--- config.mk ---
export PLATFORM = sky130hd
export DESIGN_NAME = fifo_read_streamer
export DESIGN_NICKNAME = d
export VERILOG_FILES = /design/src/rtl/fifo_read_streamer.sv
export SDC_FILE = /design/constraint.sdc
export NUM_CORES = 1
export LEC_CHECK = 0
export BUFFER_PORTS_ARGS = -buffer_cell sky130_fd_sc_hd__clkbuf_2
export CORE_UTILIZATION = 38
export CTS_CLUSTER_DIAMETER = 200
export CTS_CLUSTER_SIZE = 8
export DETAILED_ROUTE_END_ITERATION = 12
export PLACE_DENSITY_LB_ADDON = 0.25
export SLEW_MARGIN = 20
export SYNTH_ARGS = -nofsm -noshare
export SYNTH_HDL_FRONTEND = slang
export SYNTH_SLANG_ARGS = --single-unit
--- constraint.sdc ---
create_clock -name rd_clk -period 2.25 [get_ports rd_clk]
set_clock_uncertainty 0.05 [all_clocks]
set_input_delay 0.225 -clock rd_clk [delete_from_list [all_inputs] [get_ports rd_clk]]
set_output_delay 0.225 -clock rd_clk [all_outputs]
set_load 0.01 [all_outputs]
--- src/rtl/fifo_read_streamer.sv ---
// fifo_read_streamer: pops words from the FIFO read port into a 2-entry holding
// buffer and presents them as a valid/ready stream. out_last frames packets of
// PKT_LEN words, and words_read counts every delivered word.
module fifo_read_streamer #(
    parameter int DATA_WIDTH = 8,
    parameter int PKT_LEN    = 4,
    parameter int CNT_WIDTH  = 16
) (
    input  logic                  rd_clk,
    input  logic                  reset_n,
    input  logic                  enable,
    input  logic                  empty,
    output logic                  read_en,
    input  logic [DATA_WIDTH-1:0] read_data,
    output logic [DATA_WIDTH-1:0] out_data,
    output logic                  out_valid,
    input  logic                  out_ready,
    output logic                  out_last,
    output logic [CNT_WIDTH-1:0]  words_read
);

    localparam int BEAT_W = (PKT_LEN > 1) ? $clog2(PKT_LEN) : 1;
    localparam logic [BEAT_W-1:0] LAST_BEAT = BEAT_W'(PKT_LEN - 1);

    // Occupancy of the holding buffer
    typedef enum logic [1:0] {
        S_EMPTY = 2'd0,
        S_ONE   = 2'd1,
        S_FULL  = 2'd2
    } occ_t;

    occ_t                  r_state;
    occ_t                  w_state_next;
    logic                  r_inflight;    // a pop was issued last cycle; read_data is valid now
    logic [DATA_WIDTH-1:0] r_buf0;        // head of the buffer
    logic [DATA_WIDTH-1:0] r_buf1;        // second entry
    logic [BEAT_W-1:0]     r_beat;
    logic [CNT_WIDTH-1:0]  r_words;

    logic                  w_pop;
    logic                  w_capture;
    logic [2:0]            w_pending;

    assign w_capture = r_inflight;
    assign w_pop     = out_valid & out_ready;

    // Entries held after this cycle plus the word already on its way; a new pop
    // is only allowed if that total stays below the buffer depth.
    assign w_pending = {1'b0, r_state} + {2'b00, r_inflight} - {2'b00, w_pop};
    assign read_en   = reset_n & enable & ~empty & (w_pending < 3'd2);

    assign words_read = r_words;

    // Occupancy state register
    always_ff @(posedge rd_clk or negedge reset_n) begin
        if (!reset_n) begin
            r_state <= S_EMPTY;
        end else begin
            r_state <= w_state_next;
        end
    end

    // Occupancy next state: captures fill, pops drain, both together cancel
    always_comb begin
        w_state_next = r_state;
        unique case (r_state)
            S_EMPTY: if (w_capture)            w_state_next = S_ONE;
            S_ONE: begin
                if (w_capture && !w_pop)       w_state_next = S_FULL;
                else if (!w_capture && w_pop)  w_state_next = S_EMPTY;
            end
            S_FULL:  if (w_pop && !w_capture)  w_state_next = S_ONE;
            default:                           w_state_next = S_EMPTY;
        endcase
    end

    // Stream outputs derived from occupancy and the buffer head
    always_comb begin
        out_valid = (r_state != S_EMPTY);
        out_data  = r_buf0;
        out_last  = (r_state != S_EMPTY) && (r_beat == LAST_BEAT);
    end

    // In-flight flag follows the accepted pop by one cycle
    always_ff @(posedge rd_clk or negedge reset_n) begin
        if (!reset_n) begin
            r_inflight <= 1'b0;
        end else begin
            r_inflight <= read_en;
        end
    end

    // Buffer entries: head advances on pop, arriving word lands in the first free slot
    always_ff @(posedge rd_clk or negedge reset_n) begin
        if (!reset_n) begin
            r_buf0 <= '0;
            r_buf1 <= '0;
        end else begin
            if (w_capture && ((r_state == S_EMPTY) || ((r_state == S_ONE) && w_pop))) begin
                r_buf0 <= read_data;
            end else if (w_pop && (r_state == S_FULL)) begin
                r_buf0 <= r_buf1;
            end
            if (w_capture && (((r_state == S_ONE) && !w_pop) || ((r_state == S_FULL) && w_pop))) begin
                r_buf1 <= read_data;
            end
        end
    end

    // Packet beat position and delivered-word counter advance on every transfer
    always_ff @(posedge rd_clk or negedge reset_n) begin
        if (!reset_n) begin
            r_beat  <= '0;
            r_words <= '0;
        end else if (w_pop) begin
            r_beat  <= (r_beat == LAST_BEAT) ? '0 : r_beat + BEAT_W'(1);
            r_words <= r_words + CNT_WIDTH'(1);
        end
    end

endmodule

==> results of run 1 <==
## power by group through the flow
stage	clock, mW	sequential, mW	combinational (mW)
6_report	0.466	0.970	0.717
5_1_grt	0.519	0.998	0.794
4_1_cts	0.482	0.970	0.727
3_5_place_dp	0	0.981	0.703
3_3_place_gp	0	0.966	0.672
2_1_floorplan	0	1.01	0.413
## repair_timing
action                     4_1_cts  5_1_grt
setup buffers                    4        0
hold endpoints to repair        37        0
pin swaps                        3        1
resized for setup                0        1
hold buffers                     1        0
setup endpoints to repair        1        2
## flip-flops by register name (all words and copies together) (netlist names)
register    flops
r_state         2
out_data        8
r_buf1          8
r_beat          2
words_read     16
r_inflight      1
## final timing paths
check	from	end	slack, ns
worst min register to register	words_read[15]	words_read[15]	0.42
worst max register to register	r_state[1]	r_inflight	-0.06
max in group asynchronous	reset_n	r_state[0]	1.29
worst max-delay path	r_state[1]	read_en	-0.34
min in group asynchronous	reset_n	r_buf1[0]	0.50
worst min-delay path	read_data[4]	r_buf1[4]	0.13
## cells by family (layout without fill, tap and decap cells)
group                      Yosys count  after routing  share of synthesized area (%)
buffers and inverters                5             61                           2.24
DFF                                 37             37                           53.6
AOI/OAI and AO/OA                    4              4                           1.74
adders and majority gates            4              4                           3.33
xor gates and xnor gates            16             16                           8.55
muxes                               25             25                           16.2
and+or+nand+nor                     42             42                           14.3
## worst max-delay path, stage by stage (launching register included)
cell      delay (ns)
dfrtp_2         0.40
or2_4           0.25
and2_4          0.16
inv_8           0.06
ha_4            0.19
nand2b_4        0.14
fa_1            0.48
nand4b_1        0.10
nor2_2          0.10
buf_2           0.14
## stage by stage
stage	TNS (ns)	utilization, %
final	-0.394	49.9
after global routing	-0.626	49.9
after CTS	-0.440	49.9
after detailed placement	-0.0705	47.0
after global placement	0	47.0
after floorplan	-0.129	-
## final cells by class
type | count | area (um2) | area share (%)
Clock buffer | 7 | 86.3 | 3.97
Multi-Input combinational cell | 91 | 788 | 36.2
Sequential cell | 37 | 928 | 42.7
Timing Repair Buffer | 51 | 288 | 13.2
Inverter | 3 | 18.8 | 0.863
Tap cell | 52 | 65.1 | 2.99
## routing by layer
layer  GRT usage (%)  share of wire, %  vias up
li1                -                 -      572
met1            20.4                47      575
met2            23.7                46       29
met3            5.23               5.2        7
met4            6.12               1.6        0
met5               0                 0        -
## cell usage in the layout (no fill, tap or decap), types with 2 or more instances in the layout
cell type | synthesis | routed
and3_1 | 2 | 2
buf_4 | 0 | 11
clkbuf_2 | 0 | 38
clkbuf_8 | 0 | 6
dfrtp_1 | 37 | 35
dfrtp_2 | 0 | 2
ha_1 | 3 | 2
inv_1 | 2 | 2
mux2_2 | 24 | 24
nand2_1 | 13 | 13
nand3_1 | 6 | 6
nand3b_1 | 2 | 2
nand4_1 | 3 | 3
nor2_1 | 4 | 3
nor3_4 | 2 | 2
o32ai_1 | 2 | 2
xnor2_1 | 12 | 12
xor2_1 | 3 | 3
==> impl_metrics.yaml, run 1 <==
sta:
  relSlewSlack_pct: 68.8
  holdWs_ns: 0.126
  setup_viol_count_final: 2
  timing.fmax_ghz: 0.387
  setup_ws_ns: -0.337
  tightest_slew_ns: 0.468
  rsz0062_at_grt: "yes"
  min_period_over_period_pct: 115
  hold_viol: 0
  fin_crit_ns: 2.59
  report.final.slew_viol_count: 0
synthesis:
  yosys_warnings: 0
  synth_top_area_share_pct: 53.6
  syn_area_per_cell_um2: 13.0
  syn_inst: 133
  synth_cell_types: 31
  syn-cell-area_um2: 1730
  ys_async_sr_fraction_pct: 100
  ys_ff_latch: 37
  synth_area_leaders: "dfrtp_1, mux2_2, xnor2_1, nand2_1, ha_1"
  yosys-top-cells-count: "dfrtp_1, mux2_2, nand2_1"
  ys_seq_area_share_pct: 53.6
  synth.most_common_cell: "dfrtp_1"
  synth_ff_type: "dfrtp_1"
  yosysTopAreaCell: "dfrtp_1"
  synth_nets: 150
  synth_edf_count: 0
worst_setup_path:
  start_kind: "flop"
  worstSetupEndpointType: "output pin"
  critical_path_arrival_ns: 2.31
  path_max_fanout: 3
  critPathKind: "flop to output pin"
  worst-r2r-cell-count: 11
  required_ns: 1.98
floorplanning:
  die-width_um: 69.4
  rows: 24
  dieArea_um2: 4820
  die_y_um: 69.4
  ioPinCount: 40
  start_util_pct: 39.7
  core_um2: 4350
grt:
  grt_max_degree: 38
  grt_pass1_vias: 1250
  grt_use_total_pct: 15.6
  antenna_found_initial: 0
  grt_pass1_wl_um: 5820
  grt-ovfl-total: 0
pwr:
  p_sw_mw: 0.674
  peakVddDrop_mv: 0.460
  p_seq_share_pct: 45.0
  p_per_area_nw_per_um2: 990
  leakage_nw: 1.12
  intPower_mw: 1.48
  total_power_mw: 2.15
  clock_power_share_pct: 21.7
  power_frac_comb_pct: 33.3
  swShare_pct: 31.3
hold_path:
  hp-class: "input pin to flop"
  hold-path-cell-count: 2
status:
  violations: "negative setup slack"
  status: "finished, violations left"
layout:
  fillCellCount: 390
  drive_above_1_share_pct: 48.7
  fin_cells: 241
  area_growth_pct: 25.9
  num_antenna_cells: 0
  post-route-cell-area_um2: 2170
  nets: 206
clock_network:
  cts_buffer_depth: 2
  clk_pin_slew_worst_paths_ns: 0.07
  clk_latency_ns: 0.29
  clk_root_buffer_cell: "clkbuf_8"
  cts_sinks: 37
  cts_max_level: 2
  cts_buffers: 5
  tritoncts: "yes"
placed_design:
  io_buffers: 39
  place_inst: 229
  detailed_place_hpwl_um: 2380
  postPlaceCellArea_um2: 2050
  dpl_worst_slack_ns: -0.0705
  place.gp.congestion: 0.736
flow_run:
  cap_violations: 0
route:
  drt-pass1-iter-count: 3
  vias: 1183
  drc_errors: 0
  drt_wl_total_um: 3290
  detail-route-antenna-nets: 0
  wl_per_cell_um: 13.7
  first_iter_violations: 32
  via_per_inst: 4.91
Power figures use the tool's default switching activity.
==> inputs of run 2 (changes only) <==
--- a/config.mk
+++ b/config.mk
@@ -5,13 +5,14 @@
 export SDC_FILE = /design/constraint.sdc
 export NUM_CORES = 1
 export LEC_CHECK = 0
+export ABC_AREA = 1
 export BUFFER_PORTS_ARGS = -buffer_cell sky130_fd_sc_hd__clkbuf_2
 export CORE_UTILIZATION = 38
+export CTS_BUF_LIST = sky130_fd_sc_hd__clkbuf_16
 export CTS_CLUSTER_DIAMETER = 200
 export CTS_CLUSTER_SIZE = 8
 export DETAILED_ROUTE_END_ITERATION = 12
 export PLACE_DENSITY_LB_ADDON = 0.25
-export SLEW_MARGIN = 20
 export SYNTH_ARGS = -nofsm -noshare
 export SYNTH_HDL_FRONTEND = slang
 export SYNTH_SLANG_ARGS = --single-unit
==> run 2 against run 1 <==
The run ends with negative hold slack, negative setup slack left. Global-route usage is 1.5 points higher. Sequential share of layout area is 3.4 points lower. Die area is 7.7% higher. Core utilization hardly changed. Critical path depth is 1 higher. Wire length is 20% higher. Hold slack worse by 0.14 ns. Final cell count is 42% higher. Non-clock buffer count is 1 lower. Combinational power is 20% higher. Critical endpoint unchanged. Highest routed layer unchanged.
==> impl_metrics.yaml, run 2 <==
status:
  status: "finished, violations left"
  violations: "negative hold slack, negative setup slack"
pwr:
  leakage_nw: 1.22
  swShare_pct: 34.7
  p_sw_mw: 0.875
  p_per_area_nw_per_um2: 1070
  total_power_mw: 2.52
  p_seq_share_pct: 40.3
  peakVddDrop_mv: 0.560
  clock_power_share_pct: 25.5
  power_frac_comb_pct: 34.2
  intPower_mw: 1.65
route:
  detail-route-antenna-nets: 0
  vias: 1629
  drt_wl_total_um: 3960
  drc_errors: 0
  wl_per_cell_um: 11.6
  drt-pass1-iter-count: 4
  via_per_inst: 4.75
  first_iter_violations: 84
synthesis:
  synth_nets: 243
  yosys-top-cells-count: "nand2_1, dfrtp_1, nor2_1"
  syn_area_per_cell_um2: 8.25
  synth_area_leaders: "dfrtp_1, nand2_1, nor2_1, nand3_1, o21ai_0"
  synth.most_common_cell: "nand2_1"
  syn-cell-area_um2: 1870
  yosys_warnings: 0
  synth_ff_type: "dfrtp_1"
  ys_ff_latch: 37
  ys_seq_area_share_pct: 49.6
  ys_async_sr_fraction_pct: 100
  syn_inst: 226
  synth_cell_types: 26
  yosysTopAreaCell: "dfrtp_1"
  synth_top_area_share_pct: 49.6
  synth_edf_count: 0
sta:
  rsz0062_at_grt: "yes"
  fin_crit_ns: 2.51
  min_period_over_period_pct: 111
  setup_ws_ns: -0.257
  hold_viol: 37
  report.final.slew_viol_count: 0
  timing.fmax_ghz: 0.399
  relSlewSlack_pct: 57.7
  setup_viol_count_final: 1
  holdWs_ns: -0.0187
  tightest_slew_ns: 0.633
worst_setup_path:
  start_kind: "flop"
  crit_family: "adder cells"
  critPathKind: "flop to output pin"
  worstSetupEndpointType: "output pin"
  cp_slowest_cell: "fa_1"
  slowest_delay_ns: 0.49
  crit_chain: "nor2_2 -> nor2_2 -> inv_2 -> ha_4 -> inv_4 -> nand2_2 -> fa_1 -> nand2_2 -> nor4b_4 -> buf_2"
  critical_path_arrival_ns: 2.23
  path_max_fanout: 2
  required_ns: 1.98
  crit_buf_inv: 3
placed_design:
  detailed_place_hpwl_um: 2790
  dpl_worst_slack_ns: -0.00620
  postPlaceCellArea_um2: 2200
  place.gp.congestion: 0.828
  io_buffers: 39
floorplanning:
  rows: 25
  core_um2: 4720
  start_util_pct: 39.5
  die-width_um: 72.1
  dieArea_um2: 5190
  ioPinCount: 40
  die_y_um: 72.1
layout:
  layout_common_cells: "nand2_1, clkbuf_2, dfrtp_1"
  fin_util_pct: 49.9
  nets: 294
  largest_reg_flops: 16
  fillCellCount: 453
  drive_above_1_share_pct: 25.7
  num_antenna_cells: 0
  area_growth_pct: 26.4
  layout_commonest_cell: "nand2_1"
  post-route-cell-area_um2: 2360
hold_path:
  hp-class: "input pin to async pin"
clock_network:
  cts_buffers: 5
  cts_buffer_depth: 2
  tritoncts: "yes"
  cts_max_level: 2
  cts_sinks: 37
  clk_latency_ns: 0.28
  clk_root_buffer_cell: "clkbuf_16"
  clk_pin_slew_worst_paths_ns: 0.05
grt:
  grt_max_degree: 38
  grt_pass1_vias: 1542
  grt_use_total_pct: 17.1
  grt_pass1_wl_um: 6920
  grt-ovfl-total: 0
  antenna_found_initial: 0
flow_run:
  cap_violations: 0
==> run 2: final timing paths <==
check | start | slack (ns) | endpoint | cells past startpoint
hold / removal | reset_n | -0.02 | out_data[7] | 2
hold reg to reg | r_buf1[7] | 0.41 | r_buf1[7] | 2
setup reg to reg | r_state[1] | 0.32 | r_inflight | 9
min in group rd_clk | empty | 0.09 | r_inflight | 2
max in group asynchronous | reset_n | 1.84 | words_read[13] | 2
setup / recovery | r_state[1] | -0.26 | read_en | 10
==> run 2: per-layer routing <==
metal	vias up	part of all wire, %	GRT usage [%]
met3	6	3.8	4.44
met1	762	49	22.6
met5	-	0	0
met4	0	1.2	5.66
met2	36	46	27.2
li1	825	-	-
==> run 2: cell type report <==
| class | count | area (um2) | area share, % |
|---|---|---|---|
| flip-flops and latches | 37 | 926 | 39.3 |
| multi-input cells | 158 | 843 | 35.8 |
| repair buffers | 50 | 278 | 11.8 |
| clock buffers | 5 | 125 | 5.31 |
| inverters | 25 | 96.3 | 4.09 |
| well taps | 67 | 83.8 | 3.56 |
| clock inverters | 1 | 5.00 | 0.212 |
==> run 2: what timing repair did <==
action                                 CTS  global route
pin swaps                                1             1
cloned                                   0             0
setup endpoints to repair                1             1
buffers inserted                         0             1
hold buffers                             0             0
endpoints found under the hold margin    0             0
gates resized for setup                  4             2
==> run 2: cell families after synthesis <==
family,share of synthesized area [%]
AO/OA/AOI/OAI,8.25
XOR/XNOR,5.16
adder cells (fa/ha/maj),3.09
buffers and inverters,7.04
flip-flops,49.6
AND/OR/NAND/NOR,26.8
==> run 2: power groups by stage <==
stage	combinational [mW]	clock, mW	sequential (mW)
floorplan	0.451	0	1.08
global placement	0.816	0	1.02
detailed placement	0.830	0	1.03
CTS	0.854	0.655	1.02
global route	0.986	0.680	1.05
finish	0.863	0.643	1.02
==> run 2: metrics by stage <==
stage | instances | TNS (ns)
after floorplan | 226 | -0.00921
after global placement | 336 | 0
after detailed placement | 336 | -0.00620
after CTS | 342 | -0.256
after global routing | 343 | -0.382
final | 343 | -0.257
==> run 2: worst reg2reg max path: stages (launching register included) <==
cell and delay, ns:
dfrtp_1 0.39, nor2_2 0.16, nor2_2 0.06, inv_2 0.08
ha_4 0.21, inv_4 0.05, nand2_2 0.04, fa_1 0.49
nand2_2 0.07, nor4b_4 0.25
